File: src/rtl/biu_constants_pkg.sv
// Shared BIU transfer attribute types and arbiter master identifiers.
package biu_constants_pkg;

    typedef enum logic [2:0] {
        BIU_SIZE_BYTE  = 3'd0,
        BIU_SIZE_HWORD = 3'd1,
        BIU_SIZE_WORD  = 3'd2,
        BIU_SIZE_DWORD = 3'd3,
        BIU_SIZE_QWORD = 3'd4
    } biu_size_t;

    typedef enum logic [1:0] {
        BIU_TYPE_SINGLE = 2'd0,
        BIU_TYPE_INCR   = 2'd1,
        BIU_TYPE_WRAP4  = 2'd2,
        BIU_TYPE_INCR4  = 2'd3
    } biu_type_t;

    typedef logic [2:0] biu_prot_t;

    localparam biu_prot_t BIU_PROT_DATA       = 3'b001;
    localparam biu_prot_t BIU_PROT_INSTR      = 3'b000;
    localparam biu_prot_t BIU_PROT_PRIVILEGED = 3'b010;

    localparam logic BIU_ARB_DATA = 1'b0;
    localparam logic BIU_ARB_INST = 1'b1;

endpackage

File: src/rtl/riscv_biu_arb_idq.sv
// In-order ID queue for the BIU arbiter: one bit per outstanding transfer
// naming the master that issued it.
module riscv_biu_arb_idq #(
    parameter int DEPTH = 2
) (
    input  logic rst_ni,
    input  logic clk_i,
    input  logic push_i,
    input  logic pop_i,
    input  logic din_i,
    output logic head_o,
    output logic full_o,
    output logic empty_o
);

    localparam int PTR_W = (DEPTH > 1) ? $clog2(DEPTH) : 1;
    localparam int CNT_W = $clog2(DEPTH) + 1;

    logic [PTR_W-1:0] wr_ptr_q, wr_ptr_d;
    logic [PTR_W-1:0] rd_ptr_q, rd_ptr_d;
    logic [CNT_W-1:0] count_q, count_d;
    logic             mem_q [DEPTH];
    logic             push_ok, pop_ok;

    function automatic logic [PTR_W-1:0] ptr_inc(input logic [PTR_W-1:0] p);
        return (DEPTH == 1) ? '0 : p + PTR_W'(1);
    endfunction

    assign full_o  = (count_q == CNT_W'(DEPTH));
    assign empty_o = (count_q == '0);
    assign head_o  = mem_q[rd_ptr_q];

    // A push into a full queue is legal only when the head leaves in the same cycle.
    assign push_ok = push_i && (!full_o || pop_i);
    assign pop_ok  = pop_i && !empty_o;

    // NOTE: every signal gets a default before any branch so no latch is inferred.
    always_comb begin
        wr_ptr_d = wr_ptr_q;
        rd_ptr_d = rd_ptr_q;
        count_d  = count_q;
        if (push_ok) wr_ptr_d = ptr_inc(wr_ptr_q);
        if (pop_ok)  rd_ptr_d = ptr_inc(rd_ptr_q);
        case ({push_ok, pop_ok})
            2'b10:   count_d = count_q + CNT_W'(1);
            2'b01:   count_d = count_q - CNT_W'(1);
            default: count_d = count_q;
        endcase
    end

    // NOTE: state flops use non-blocking assignments so all updates see pre-edge values.
    always_ff @(posedge clk_i or negedge rst_ni) begin
        if (!rst_ni) begin
            wr_ptr_q <= '0;
            rd_ptr_q <= '0;
            count_q  <= '0;
        end else begin
            wr_ptr_q <= wr_ptr_d;
            rd_ptr_q <= rd_ptr_d;
            count_q  <= count_d;
        end
    end

    // NOTE: storage is not reset; an entry is only read while count marks it valid.
    always_ff @(posedge clk_i) begin
        if (push_ok) mem_q[wr_ptr_q] <= din_i;
    end

endmodule

File: src/rtl/riscv_biu_arbiter.sv
// Two-master BIU arbiter (0 = data, 1 = instruction) with in-order response routing.
// Define RISCV_BIU_ARB_RR_EN for round-robin arbitration; default is fixed priority to master 0.
module riscv_biu_arbiter
    import biu_constants_pkg::*;
#(
    parameter int XLEN  = 32,
    parameter int ALEN  = XLEN,
    parameter int DEPTH = 2
) (
    input  logic            rst_ni,
    input  logic            clk_i,

    input  logic            m_stb_i     [2],
    input  logic [ALEN-1:0] m_adri_i    [2],
    input  biu_size_t       m_size_i    [2],
    input  biu_type_t       m_type_i    [2],
    input  logic            m_lock_i    [2],
    input  logic            m_we_i      [2],
    input  biu_prot_t       m_prot_i    [2],
    input  logic [XLEN-1:0] m_d_i       [2],
    output logic            m_stb_ack_o [2],
    output logic [ALEN-1:0] m_adro_o    [2],
    output logic [XLEN-1:0] m_q_o       [2],
    output logic            m_d_ack_o   [2],
    output logic            m_ack_o     [2],
    output logic            m_err_o     [2],

    output logic            biu_stb_o,
    output logic [ALEN-1:0] biu_adri_o,
    output biu_size_t       biu_size_o,
    output biu_type_t       biu_type_o,
    output logic            biu_lock_o,
    output logic            biu_we_o,
    output biu_prot_t       biu_prot_o,
    output logic [XLEN-1:0] biu_d_o,
    input  logic            biu_stb_ack_i,
    input  logic            biu_d_ack_i,
    input  logic            biu_ack_i,
    input  logic            biu_err_i,
    input  logic [ALEN-1:0] biu_adro_i,
    input  logic [XLEN-1:0] biu_q_i
);

    logic grant;
    logic owner_q, owner_d;
    logic owner_hold_q, owner_hold_d;
    logic lock_q, lock_d;
    logic accept, pop, stall;
    logic head, full, empty;
`ifdef RISCV_BIU_ARB_RR_EN
    logic last_q, last_d;
`endif

    always_comb begin
        if (owner_hold_q) begin
            grant = owner_q;
        end else begin
`ifdef RISCV_BIU_ARB_RR_EN
            if (m_stb_i[BIU_ARB_DATA] && m_stb_i[BIU_ARB_INST]) grant = ~last_q;
            else if (m_stb_i[BIU_ARB_INST])                      grant = BIU_ARB_INST;
            else                                                 grant = BIU_ARB_DATA;
`else
            grant = (!m_stb_i[BIU_ARB_DATA] && m_stb_i[BIU_ARB_INST]) ? BIU_ARB_INST : BIU_ARB_DATA;
`endif
        end
    end

    // A response popping a full queue frees the slot for a new request in the same cycle.
    assign pop    = (biu_ack_i || biu_err_i) && !empty;
    assign stall  = full && !pop;
    assign accept = biu_stb_o && biu_stb_ack_i;

    assign biu_stb_o  = m_stb_i[grant] && !stall;
    assign biu_adri_o = m_adri_i[grant];
    assign biu_size_o = m_size_i[grant];
    assign biu_type_o = m_type_i[grant];
    assign biu_lock_o = m_lock_i[grant];
    assign biu_we_o   = m_we_i[grant];
    assign biu_prot_o = m_prot_i[grant];
    assign biu_d_o    = m_d_i[grant];

    always_comb begin
        for (int i = 0; i < 2; i++) begin
            m_stb_ack_o[i] = accept && (grant == 1'(i));
            m_ack_o[i]     = biu_ack_i && !empty && (head == 1'(i));
            m_err_o[i]     = biu_err_i && !empty && (head == 1'(i));
            m_d_ack_o[i]   = biu_d_ack_i && !empty && (head == 1'(i));
            m_adro_o[i]    = biu_adro_i;
            m_q_o[i]       = biu_q_i;
        end
    end

    // Grant sticks while a request waits for acceptance or a locked sequence is open.
    always_comb begin
        owner_d      = grant;
        lock_d       = accept ? m_lock_i[grant] : lock_q;
        owner_hold_d = lock_d || (m_stb_i[grant] && !accept);
    end

    always_ff @(posedge clk_i or negedge rst_ni) begin
        if (!rst_ni) begin
            owner_q      <= BIU_ARB_DATA;
            owner_hold_q <= 1'b0;
            lock_q       <= 1'b0;
        end else begin
            owner_q      <= owner_d;
            owner_hold_q <= owner_hold_d;
            lock_q       <= lock_d;
        end
    end

`ifdef RISCV_BIU_ARB_RR_EN
    assign last_d = accept ? grant : last_q;

    always_ff @(posedge clk_i or negedge rst_ni) begin
        if (!rst_ni) last_q <= BIU_ARB_INST;
        else         last_q <= last_d;
    end
`endif

    riscv_biu_arb_idq #(
        .DEPTH (DEPTH)
    ) u_idq (
        .rst_ni  (rst_ni),
        .clk_i   (clk_i),
        .push_i  (accept),
        .pop_i   (pop),
        .din_i   (grant),
        .head_o  (head),
        .full_o  (full),
        .empty_o (empty)
    );

    resp_without_transfer_a : assert property (@(posedge clk_i) disable iff (!rst_ni)
        !(empty && (biu_ack_i || biu_err_i || biu_d_ack_i)))
        else $warning("biu response with no outstanding transfer was dropped");

endmodule

File: config.mk
export PLATFORM = sky130hd
export DESIGN_NAME = riscv_biu_arbiter
export DESIGN_NICKNAME = d
export VERILOG_FILES = /design/src/rtl/biu_constants_pkg.sv /design/src/rtl/riscv_biu_arb_idq.sv /design/src/rtl/riscv_biu_arbiter.sv
export SDC_FILE = /design/constraint.sdc
export NUM_CORES = 1
export LEC_CHECK = 0
export CORE_AREA = 2 2 169 171
export CTS_BUF_LIST = sky130_fd_sc_hd__clkbuf_8
export DETAILED_ROUTE_END_ITERATION = 6
export DIE_AREA = 0 0 171 173
export GPL_ROUTABILITY_DRIVEN = 0
export HOLD_SLACK_MARGIN = 0.05
export SLEW_MARGIN = 20
export SYNTH_ARGS = -nofsm -noshare
export SYNTH_HDL_FRONTEND = slang
export SYNTH_SLANG_ARGS = --single-unit
File: constraint.sdc
create_clock -name clk_i -period 2.25 [get_ports clk_i]
set_input_delay 0.45 -clock clk_i [delete_from_list [all_inputs] [get_ports clk_i]]
set_output_delay 0.45 -clock clk_i [all_outputs]
set_load 0.05 [all_outputs]
==> reports/summary.txt, run 1 <==
synth top area cells: buf_4, mux2_4, mux2_2
CP required: 1.80 ns
# IOs: 431
number of global-route vias before repair: 2479
TritonCTS Sinks: 9
net switching power: 2.92 mW
DRT Wirelength: 10.1 mm
Tightest Pin Transition: 0.354 ns
critical path capture point type: primary output
hpwl dp: 8.10 mm
RSZ-0062 raised after global routing: true
final hold slack: 0.485 ns
TritonCTS clock tree: yes
antenna violations before repair: 0
Final Worst Setup Slack: 0.0182 ns
clk buf depth: 2
CP cell instances: clkdlybuf4s15_2 -> nor2_2 -> a22o_4 -> buf_12 -> buf_16 -> mux2_4 -> buf_12
CP endpoint: biu_d_o[8]
gr usage total: 0.0608
initial core utilization: 0.0898
DRC: 0
commonest non-fill, non-tap cell in the layout: clkdlybuf4s50_1
dpl ws: -0.260 ns
most frequent cells in the layout: clkdlybuf4s50_1, mux2_4, buf_12, mux2_2, buf_4
share of post-route cells with drive strength above 1: 0.503
Root Driver: clkbuf_8
CP arrival: 1.78 ns
crit path buf inv count: 4
fmax: 448 MHz
Port-buffer cells: 238
FFs w/ async S/R, synth: 0.778
ANT cells: 0
Crit path max-delay family: buffers and inverters
main flop type after synthesis: dfrtp_1
Comb pwr share: 0.914
cell mode on critical path: buf_12
# setup viols final: 0
Yosys reg bits: 9
top-area cell type share of the netlist area: 0.387
Util after Layout: 0.184
R2R Setup Slk: 0.39 ns
vias after detailed routing: 2214
status: finished, final reports clean
ANT nets after route: 0
Crit Path Category: in2out
Mapped Nets: 474
unique cell type count in the Yosys netlist: 22
clock-pin slew on the worst setup and hold paths: 0.05 ns
Post-synth EDFFs: 2
sequential power share: 0.055
CP startpoint: m_stb_i[1]
clk_lat worst skew: 0.23 ns
Die Y: 173 um
Max Cap Viol: 0
Via-to-Cell Ratio: 2.93
grt ovf: 0
area leader, netlist: buf_4
PwrDens: 1180 nW/um2
overall power: 6.01 mW
Die Width: 171 um
Setup TNS: 0 ns
Final Hold Fails: 0
drt initial violations: 29
Clock H-tree levels: 1
Max VDD drop: 609 uV
r2r worst-path depth: 7
fill count: 3066
Syn Inst Count: 253
post-synthesis sequential area ratio: 0.0948
synth-to-layout area growth: 105%
Synth Cell Area: 2480 um2
final max-slew violation count: 0
Slowest-stage cell, CP: mux2_4
final period utilization: 0.992
slew margin rel.: 0.763
fin crit period: 2.23 ns
crit path max fanout: 15
clock power share: 0.031
Core ar.: 27600 um2
hold buffer count at CTS: 0
wire length of the first global-routing pass: 13.6 mm
first-pass iteration count of the detailed router: 3
TritonCTS buffer count: 3
Max stage delay on crit path: 0.33 ns
largest net degree at the start of global routing: 20
mean post-synth cell area: 9.81 um2
startpoint types: input port
Rows: 61
Switching Share: 0.485
reg-to-reg endpoint: u_idq.count_q[1]
Synth warnings: 0
Worst Hold Depth: 1
worst min path class: reg2reg
WL/cell: 13.4 um
Stages on worst setup path: 7
P_leak: 2.03 nW
die area: 29600 um2
Nets: 600
reg-to-reg startpoint: u_idq.count_q[0]
Setup Skew: 0.00144 ns
Internal Power: 3.10 mW
-- worst min path at each step --
stage,start,to,slack [ns]
after floorplan,rst_ni,lock_q,0.15
after global placement,u_idq.wr_ptr_q,u_idq.wr_ptr_q,0.48
after detailed placement,u_idq.wr_ptr_q,u_idq.wr_ptr_q,0.49
after CTS,u_idq.wr_ptr_q,u_idq.wr_ptr_q,0.49
after global routing,rst_ni,u_idq.rd_ptr_q,0.50
final,u_idq.wr_ptr_q,u_idq.wr_ptr_q,0.48
-- state kept, by name, summed over array words and instances, names as in the netlist --
| name | flops |
|---|---|
| lock_q | 1 |
| u_idq.count_q | 2 |
| owner_q | 1 |
| owner_hold_q | 1 |
| u_idq.rd_ptr_q | 1 |
| u_idq.mem_q | 2 |
| u_idq.wr_ptr_q | 1 |
-- cells in the mapped netlist, types with 2 or more instances --
cell	n
xnor2_1	3
xor2_1	2
o22a_1	2
o21ai_0	3
dfrtp_1	7
buf_4	128
buf_6	5
edfxtp_1	2
buf_2	4
mux2_2	38
mux2_4	38
nor2_1	11
-- stage by stage --
step / cell area (um2) / instances
after detailed placement: 4650 / 742
final: 5080 / 756
after floorplan: 2480 / 253
after global routing: 5080 / 756
after global placement: 4650 / 742
after CTS: 5000 / 754
-- kinds of logic after synthesis --
group | share of synthesized area
AO/OA/AOI/OAI | 0.0257
XOR/XNOR | 0.0176
adder cells (fa/ha/maj) | 0.00504
buffers and inverters | 0.418
flip-flops | 0.0948
multiplexers | 0.406
AND/OR/NAND/NOR | 0.0328
-- per-layer routing --
metal | up-vias | global-route usage | part of all wire
met3 | 46 | 0.0334 | 0.16
met1 | 939 | 0.0562 | 0.31
li1 | 973 | - | -
met2 | 254 | 0.107 | 0.48
met4 | 2 | 0.0279 | 0.041
met5 | - | 0.0117 | 0.0048
-- layout make-up --
class                      count  area [um2]  area share
clock buffer                   3        41.3     0.00813
clock inverter                 1        5.00    0.000985
multi-input combinational    107        1250       0.246
sequential                     9         235      0.0463
tap                          378         473      0.0931
timing repair buffer         258        3080       0.606
-- what timing repair did --
item                       in CTS  in global routing
pin swaps                       2                  0
resized for setup              45                 11
cloned                          4                  2
setup endpoints to repair      77                 38
buffers inserted                4                  0
-- power groups by stage --
stage | Clock [mW] | Combinational (mW) | Sequential [mW]
after CTS | 0.194 | 5.44 | 0.331
final | 0.187 | 5.50 | 0.330
after floorplan | 0 | 3.67 | 0.297
after global routing | 0.207 | 5.75 | 0.348
after global placement | 0 | 4.80 | 0.328
after detailed placement | 0 | 4.83 | 0.332
Note: power is estimated with default switching activity, not from simulation.
==> run 2: changes to the inputs <==
Clock period 2.25 ns to 2.27 ns, I/O delays scaled along.
==> reports/summary.txt, run 2 (synthesized netlist as in run 1, its figures left out) <==
die area: 29600 um2 (unchanged)
final cell count without fillers: 757 (was 756)
number of global-route vias before repair: 2350 (was 2479)
TritonCTS buffer count: 3 (unchanged)
Max VDD drop: 718 uV (was 609 uV)
reg-to-reg startpoint: owner_hold_q (was u_idq.count_q[0])
Nets: 601 (was 600)
Max Cap Viol: 0 (unchanged)
area occupied by registers: 236 um2 (was 235 um2)
# setup viols final: 0 (unchanged)
Die Y: 173 um (unchanged)
CP required: 1.82 ns (was 1.80 ns)
commonest non-fill, non-tap cell in the layout: clkdlybuf4s50_1 (unchanged)
Final Hold Fails: 0 (unchanged)
placed cell count: 742 (unchanged)
Die Width: 171 um (unchanged)
overall power: 5.82 mW (was 6.01 mW)
DRC: 0 (unchanged)
most frequent cells in the layout: clkdlybuf4s50_1, buf_6, mux2_4, mux2_2, buf_4 (was clkdlybuf4s50_1, mux2_4, buf_12, mux2_2, buf_4)
Crit Path Category: reg2out (was in2out)
final period utilization: 0.988
startpoint types: flip-flop (was input port)
worst min path class: in2async (was reg2reg)
CP arrival: 1.79 ns (was 1.78 ns)
antenna violations before repair: 0 (unchanged)
largest net degree at the start of global routing: 23 (was 20)
# IOs: 431 (unchanged)
critical path capture point type: primary output (unchanged)
ANT nets after route: 0 (unchanged)
share of post-route cells with drive strength above 1: 0.509 (was 0.503)
TritonCTS Sinks: 9 (unchanged)
Rows: 61 (unchanged)
slew margin rel.: 0.767 (was 0.763)
wire length of the first global-routing pass: 13.4 mm (was 13.6 mm)
Root Driver: clkbuf_8 (unchanged)
crit path max fanout: 6 (was 15)
Crit path max-delay family: buffers and inverters (unchanged)
P_leak: 1.98 nW (was 2.03 nW)
fill count: 3082 (was 3066)
final max-slew violation count: 0 (unchanged)
fin crit period: 2.24 ns
hpwl dp: 8.14 mm (was 8.10 mm)
R2R Setup Slk: 0.35 ns (was 0.39 ns)
Util after Layout: 0.179 (was 0.184)
WL/cell: 13.9 um (was 13.4 um)
first-pass iteration count of the detailed router: 4 (was 3)
CP cell instances: a22o_4 -> buf_12 -> clkbuf_16 -> mux2_4 -> buf_12 (was clkdlybuf4s15_2 -> nor2_2 -> a22o_4 -> buf_12 -> buf_16 -> mux2_4 -> buf_12)
synth-to-layout area growth: 98.9% (was 105%)
grt ovf: 0 (unchanged)
final hold slack: 0.497 ns (was 0.485 ns)
vias after detailed routing: 2182 (was 2214)
multi-input logic area: 1270 um2 (was 1250 um2)
Core ar.: 27600 um2 (unchanged)
clock-pin slew on the worst setup and hold paths: 0.05 ns (about the same)
Clock H-tree levels: 1 (unchanged)
drt initial violations: 29 (unchanged)
Port-buffer cells: 238 (unchanged)
CP startpoint: owner_hold_q (was m_stb_i[1])
crit path buf inv count: 3 (was 4)
TritonCTS clock tree: yes (unchanged)
status: finished, final reports clean (unchanged)
initial core utilization: 0.0898 (unchanged)
RSZ-0062 raised after global routing: true (unchanged)
DRT Wirelength: 10.5 mm (was 10.1 mm)
fmax: 446 MHz
clk_lat worst skew: 0.23 ns (about the same)
cell mode on critical path: buf_12 (unchanged)
ANT cells: 0 (unchanged)
Slowest-stage cell, CP: dfrtp_2 (was mux2_4)
biggest regs: u_idq.count_q: 2 flops, u_idq.mem_q: 2 flops (unchanged)
clk buf depth: 2 (unchanged)
design area: 4940 um2 (was 5080 um2)
Max stage delay on crit path: 0.44 ns (was 0.33 ns)
Stages on worst setup path: 5 (was 7)
Setup Skew: 0.00256 ns (was 0.00144 ns)
Area after DPL: 4340 um2 (was 4650 um2)
Via-to-Cell Ratio: 2.88 (was 2.93)
r2r worst-path depth: 7 (unchanged)
gr usage total: 0.0591 (was 0.0608)
Tightest Pin Transition: 0.348 ns (was 0.354 ns)
PwrDens: 1180 nW/um2 (about the same)
==> run 2: changes by cell type in the layout (fill, tap and decap cells not counted), sizes merged <==
cell / previous run / this run
clkbuf: 4 / 8
dlygate4sd2: 3 / 0
buf: 102 / 100
clkdlybuf4s50: 151 / 152
dlymetal6s2s: 0 / 1
==> run 2: layout make-up <==
cell class              instances  share of cell area
clock inverters                 1             0.00101
multi-input cells             107               0.256
flip-flops and latches          9              0.0479
repair buffers                259               0.590
clock buffers                   3             0.00836
well taps                     378              0.0958
==> run 2: where the power goes <==
part | leakage [nW] | switching (mW) | total [mW] | internal (mW)
logic | 1.85 | 2.77 | 5.31 | 2.53
registers | 0.100 | 0.0847 | 0.335 | 0.250
clock network | 0.0255 | 0.0617 | 0.181 | 0.119
total | 1.98 | 2.92 | 5.82 | 2.90
==> run 2: per-layer routing <==
metal	global-route usage	wire [um]
met5	0.0201	81
met3	0.0327	1400
met2	0.0974	4830
met4	0.0201	249
met1	0.0619	3940
==> run 2: path summary, 6_finish.rpt <==
| path | to |
|---|---|
| min in group clk_i | u_idq.wr_ptr_q |
| hold / removal | u_idq.rd_ptr_q |
| setup reg to reg | u_idq.count_q[1] |
| hold reg to reg | u_idq.wr_ptr_q |
| setup / recovery | biu_d_o[16] |
| max in group asynchronous | owner_hold_q |
==> run 2: metrics by stage <==
step,setup TNS [ns],setup slack (ns)
floorplan,0,0.00990
global placement,-12.42,-0.244
finish,0,0.0272
global route,-0.0894,-0.0218
detailed placement,-13.61,-0.262
CTS,-0.0251,-0.0200
==> run 2: repair_timing <==
item | in CTS | in global routing
endpoints found under the setup margin | 77 | 54
pin swaps | 2 | 3
cloned | 2 | 4
buffers inserted | 4 | 1
resized for setup | 33 | 58
hold buffers | 0 | 0
==> run 2: worst reg2reg max path, cell delays in order, from the launching register on <==
cell and delay, ns:
dfrtp_2 0.44, a21boi_0 0.24, a2bb2oi_2 0.27, nand3b_4 0.15
buf_4 0.17, ha_1 0.30, nor2_1 0.13, xor2_1 0.15
==> RTL edit 1 (settings of run 2) <==
Build with the macro `RISCV_BIU_ARB_RR_EN` defined.
--- a/src/rtl/riscv_biu_arbiter.sv
+++ b/src/rtl/riscv_biu_arbiter.sv
@@ -2,2 +2,4 @@
 // Define RISCV_BIU_ARB_RR_EN for round-robin arbitration; default is fixed priority to master 0.
+`define RISCV_BIU_ARB_RR_EN
+
 module riscv_biu_arbiter
Formal check against the unedited RTL: not equivalent (a bounded check fails within 4 cycles, from zero or initial values and one cycle with rst_ni low).
==> RTL edit 1 against run 2 <==
  * The flow now finishes with violations (negative setup slack)
  * Sequential share of layout area grew 0.24 points
  * Utilization grew 0.96 points
  * Final area grew 5.4%
  * Final cell count grew 1.5%
  * Routed wire length grew 15%
  * Area after synthesis shrank 2.1%
  * Worst setup slack lost 0.14 ns
  * Sequential cell count grew 1
  * Via count grew 3.9%
  * Non-clock buffer count grew 2
  * Total power grew 22%
  * Combinational power grew 24%
  * Clock skew shrank 0.0018 ns
  * Critical path type unchanged
  * Largest power group unchanged
==> RTL edit 1: results (changes against run 2) <==
[timing]
fin_skew_ns=0.000785  ; was 0.00256 ns
setup_ws_ns=-0.114  ; was 0.0272 ns
setup_viol=75  ; was 0

[finish]
inverters_excl_clock=4  ; was 0
final-seq-area_um2=262  ; was 236 um^2
nFillCells=3037  ; was 3082
multi_input_area_um2=1420  ; was 1270 um^2
nMultiInputCombCells=111  ; was 107
drive_gt1_frac=0.497  ; was 0.509
buf_share=0.575  ; was 0.590

[power_and_ir_drop]
peakVddDrop_v=0.000432  ; was 0.000718 V
pwr-share-comb=0.921  ; was 0.911
internal-power_mw=3.57  ; was 2.90 mW
leakage_nw=2.28  ; was 1.98 nW

[setup_path]
crit_arrival_ns=1.93  ; was 1.79 ns

[grt]
grt_usage=0.0718  ; was 0.0591
grt_pass1_vias=2498  ; was 2350
grt_max_degree=20  ; was 23
antenna_found_initial=1  ; was 0

[synth]
syn-num-nets=483  ; was 474

[run_status]
violations=negative setup slack
run_status=finished with violations  ; was finished clean

[hold_path]
hp-class=register to register  ; was input pin to async pin

[place]
dp_slack_ns=-0.335  ; was -0.262 ns
place_hpwl_um=9020  ; was 8140 um
placed_cells=752  ; was 742

[route]
drt_wl_total_um=12000  ; was 10500 um

-- RTL edit 1: repair_timing --
item                                    CTS  global route
setup buffers                             6             0
endpoints found under the setup margin   76            76
cloned                                    6             0
resized for setup                       153            31
pin swaps                                 3             0
-- RTL edit 1: cell families after synthesis --
logic type | after synthesis | synth area share
AOI/OAI and AO/OA | 8 | 0.0232
xor gates and xnor gates | 5 | 0.0180
adders and majority gates | 1 | 0.00515
muxes | 78 | 0.361
buffers and inverters | 141 | 0.432
DFF | 10 | 0.108
and+or+nand+nor | 19 | 0.0525
-- RTL edit 1: stage by stage --
| stage | setup TNS, ns | hold slack, ns | area, um^2 | total power, mW | utilization |
|---|---|---|---|---|---|
| global route | -9.68 | 0.514 | 5200 | 7.41 | 0.188 |
| CTS | -7.06 | 0.485 | 5090 | 7.03 | 0.184 |
| detailed placement | -21.88 | 0.475 | 4250 | 5.17 | 0.154 |
| finish | -5.46 | 0.485 | 5200 | 7.13 | 0.188 |
| floorplan | 0 | 0.158 | 2430 | 4.28 | - |
| global placement | -21.75 | 0.468 | 4250 | 5.14 | 0.154 |
-- RTL edit 1: metal layers --
| metal | track usage | part of all wire |
|---|---|---|
| met1 | 0.0651 | 0.32 |
| met2 | 0.137 | 0.50 |
| met3 | 0.0266 | 0.13 |
| met4 | 0.0374 | 0.048 |
| met5 | 0 | 0.0011 |
-- RTL edit 1: worst paths after layout --
path	startpoint	cells after the start	slack, ns	endpoint
min reg2reg	u_idq.wr_ptr_q	1	0.49	u_idq.wr_ptr_q
min	u_idq.wr_ptr_q	1	0.49	u_idq.wr_ptr_q
max in group asynchronous	rst_ni	1	1.46	last_q
max	last_q	7	-0.11	biu_size_o[1]
min in group asynchronous	rst_ni	1	0.50	lock_q
max reg2reg	u_idq.count_q[0]	8	0.37	u_idq.count_q[1]
==> RTL edit 2 (settings of run 2) <==
Without the edit above. `DEPTH` is set to 2 in 2 places; all go to 1.
--- a/src/rtl/riscv_biu_arb_idq.sv
+++ b/src/rtl/riscv_biu_arb_idq.sv
@@ -3,3 +3,3 @@
 module riscv_biu_arb_idq #(
-    parameter int DEPTH = 2
+    parameter int DEPTH = 1
 ) (
--- a/src/rtl/riscv_biu_arbiter.sv
+++ b/src/rtl/riscv_biu_arbiter.sv
@@ -7,3 +7,3 @@
     parameter int ALEN  = XLEN,
-    parameter int DEPTH = 2
+    parameter int DEPTH = 1
 ) (
Check against the original RTL: not equivalent (Yosys sat finds a counterexample within 4 cycles, from zero or initial values and one cycle with rst_ni low).
==> RTL edit 2 against run 2 <==
  * Total power shrank 11%
  * Final area fell by 3.8%
  * Utilization decreased by 0.68 points
  * Clock skew hardly changed
  * Global-route usage up 0.19 points
  * Fmax rose by 0.73%
  * Sequential cell count is 4 lower
  * Synthesized cell count decreased by 5.5%
  * Routed wire length is 6.1% lower
  * Via count decreased by 3.8%
  * Worst setup slack better by 0.016 ns
  * Final cell count fell by 1.1%
  * Area after synthesis down 4.5%
  * Critical endpoint is now biu_adri_o[18]
  * Highest routed layer unchanged
==> RTL edit 2: results (changes against run 2) <==
[run_status]
run_status=finished clean  ; unchanged

[synth]
synth_cell_type_count=24  ; was 22
netlist_top_cells_count=buf_4 (128), mux2_4 (49), mux2_2 (25), and2_1 (5)  ; was buf_4 (128), mux2_2 (38), mux2_4 (38), nor2_1 (11), dfrtp_1 (7)
syn-num-nets=459  ; was 474
synth_area_leaders=buf_4 (41%), mux2_4 (31%), mux2_2 (12%)  ; was buf_4 (39%), mux2_4 (23%), mux2_2 (17%)
synth-edff-count=1  ; was 2
synth_adder_area_share=0  ; was 0.00504
async_reset_ff_frac=0.800  ; was 0.778
ys_warn_count=0  ; unchanged
synthMuxAreaShare=0.433  ; was 0.406
yosysSeqAreaShare=0.0549  ; was 0.0948
synth_compound_area_frac=0.0127  ; was 0.0257
synth_xor_xnor_area_share=0  ; was 0.0176

[power_and_ir_drop]
powerClk_mw=0.164  ; was 0.181 mW
p_sw_mw=2.64  ; was 2.92 mW
leakage_nw=2.10  ; was 1.98 nW
power.density_nw_per_um2=1090  ; was 1180 nW/um^2
pg_seq_mw=0.170  ; was 0.335 mW
peakVddDrop_v=0.000522  ; was 0.000718 V

[route]
viasPerCell=2.80  ; was 2.88
drt_iter0_drc=34  ; was 29
drt_wl_total_um=9850  ; was 10500 um
dr.pass1.iters=3  ; was 4

[grt]
grt_usage=0.0609  ; was 0.0591
grt_pass1_vias=2319  ; was 2350
grt_max_degree=16  ; was 23
antenna_found_initial=0  ; unchanged
grt_pass1_wl_um=13700  ; was 13400 um

[place]
io_buffers=238  ; unchanged
place_hpwl_um=8170  ; was 8140 um
placed_cell_area_um2=4310  ; was 4340 um^2

[timing]
worst_slew_pin_slew_ns=0.353  ; was 0.348 ns
setup_viol=0  ; unchanged
fin_skew_ns=0.00261  ; was 0.00256 ns

[finish]
nFillCells=3095  ; was 3082
fin_nets=592  ; was 601
n_antenna_cell=0  ; unchanged
drive_gt1_frac=0.526  ; was 0.509

[clocking]
cts_inserted_buffers=3  ; unchanged
clock_latency_ns=0.23  ; about the same
htree_num_levels=1  ; unchanged
clk_pin_slew_ns=0.04

[setup_path]
cp_max_fo=15  ; was 6

-- RTL edit 2: timing repair --
item	in CTS	in global routing
endpoints found under the setup margin	76	73
pin swaps	2	3
resized for setup	88	18
cloned	2	0
hold buffers	0	0
setup buffers	4	0
-- RTL edit 2: worst max-delay path: stages (launching register included) --
cell and delay (ns):
dfrtp_2 0.44, nor3b_4 0.22, a21oi_4 0.06, buf_6 0.14
buf_16 0.16, mux2_4 0.34, buf_6 0.16
-- RTL edit 2: per-stage QoR --
step / utilization / cells / setup slack [ns]
after floorplan: - / 239 / 0.117
after global placement: 0.156 / 741 / -0.389
after detailed placement: 0.156 / 741 / -0.382
after CTS: 0.172 / 751 / -0.0443
after global routing: 0.172 / 749 / -0.0106
final: 0.172 / 749 / 0.0434
-- RTL edit 2: area by class of cell --
cell class / count / area share
well taps: 378 / 0.0996
clock buffers: 3 / 0.00870
inverters: 2 / 0.00158
repair buffers: 264 / 0.599
clock inverters: 1 / 0.000791
multi-input cells: 96 / 0.263
flip-flops and latches: 5 / 0.0277
-- RTL edit 2: worst paths after layout --
path	slack, ns	startpoint	end	depth (start not counted)
worst max-delay path	0.04	owner_hold_q	biu_adri_o[18]	6
max in group asynchronous	1.64	rst_ni	owner_hold_q	1
worst min-delay path	0.44	rst_ni	owner_q	1
worst min register to register	0.51	lock_q	lock_q	1
min in group clk_i	0.51	lock_q	lock_q	1
worst max register to register	0.42	owner_hold_q	lock_q	8
-- RTL edit 2: per-layer routing --
metal / vias to the layer above / track usage / part of all wire
met5: - / 0.0117 / 0.0043
met4: 2 / 0.0102 / 0.0098
met3: 19 / 0.0442 / 0.18
met2: 230 / 0.0869 / 0.41
met1: 915 / 0.0736 / 0.40
li1: 934 / - / -
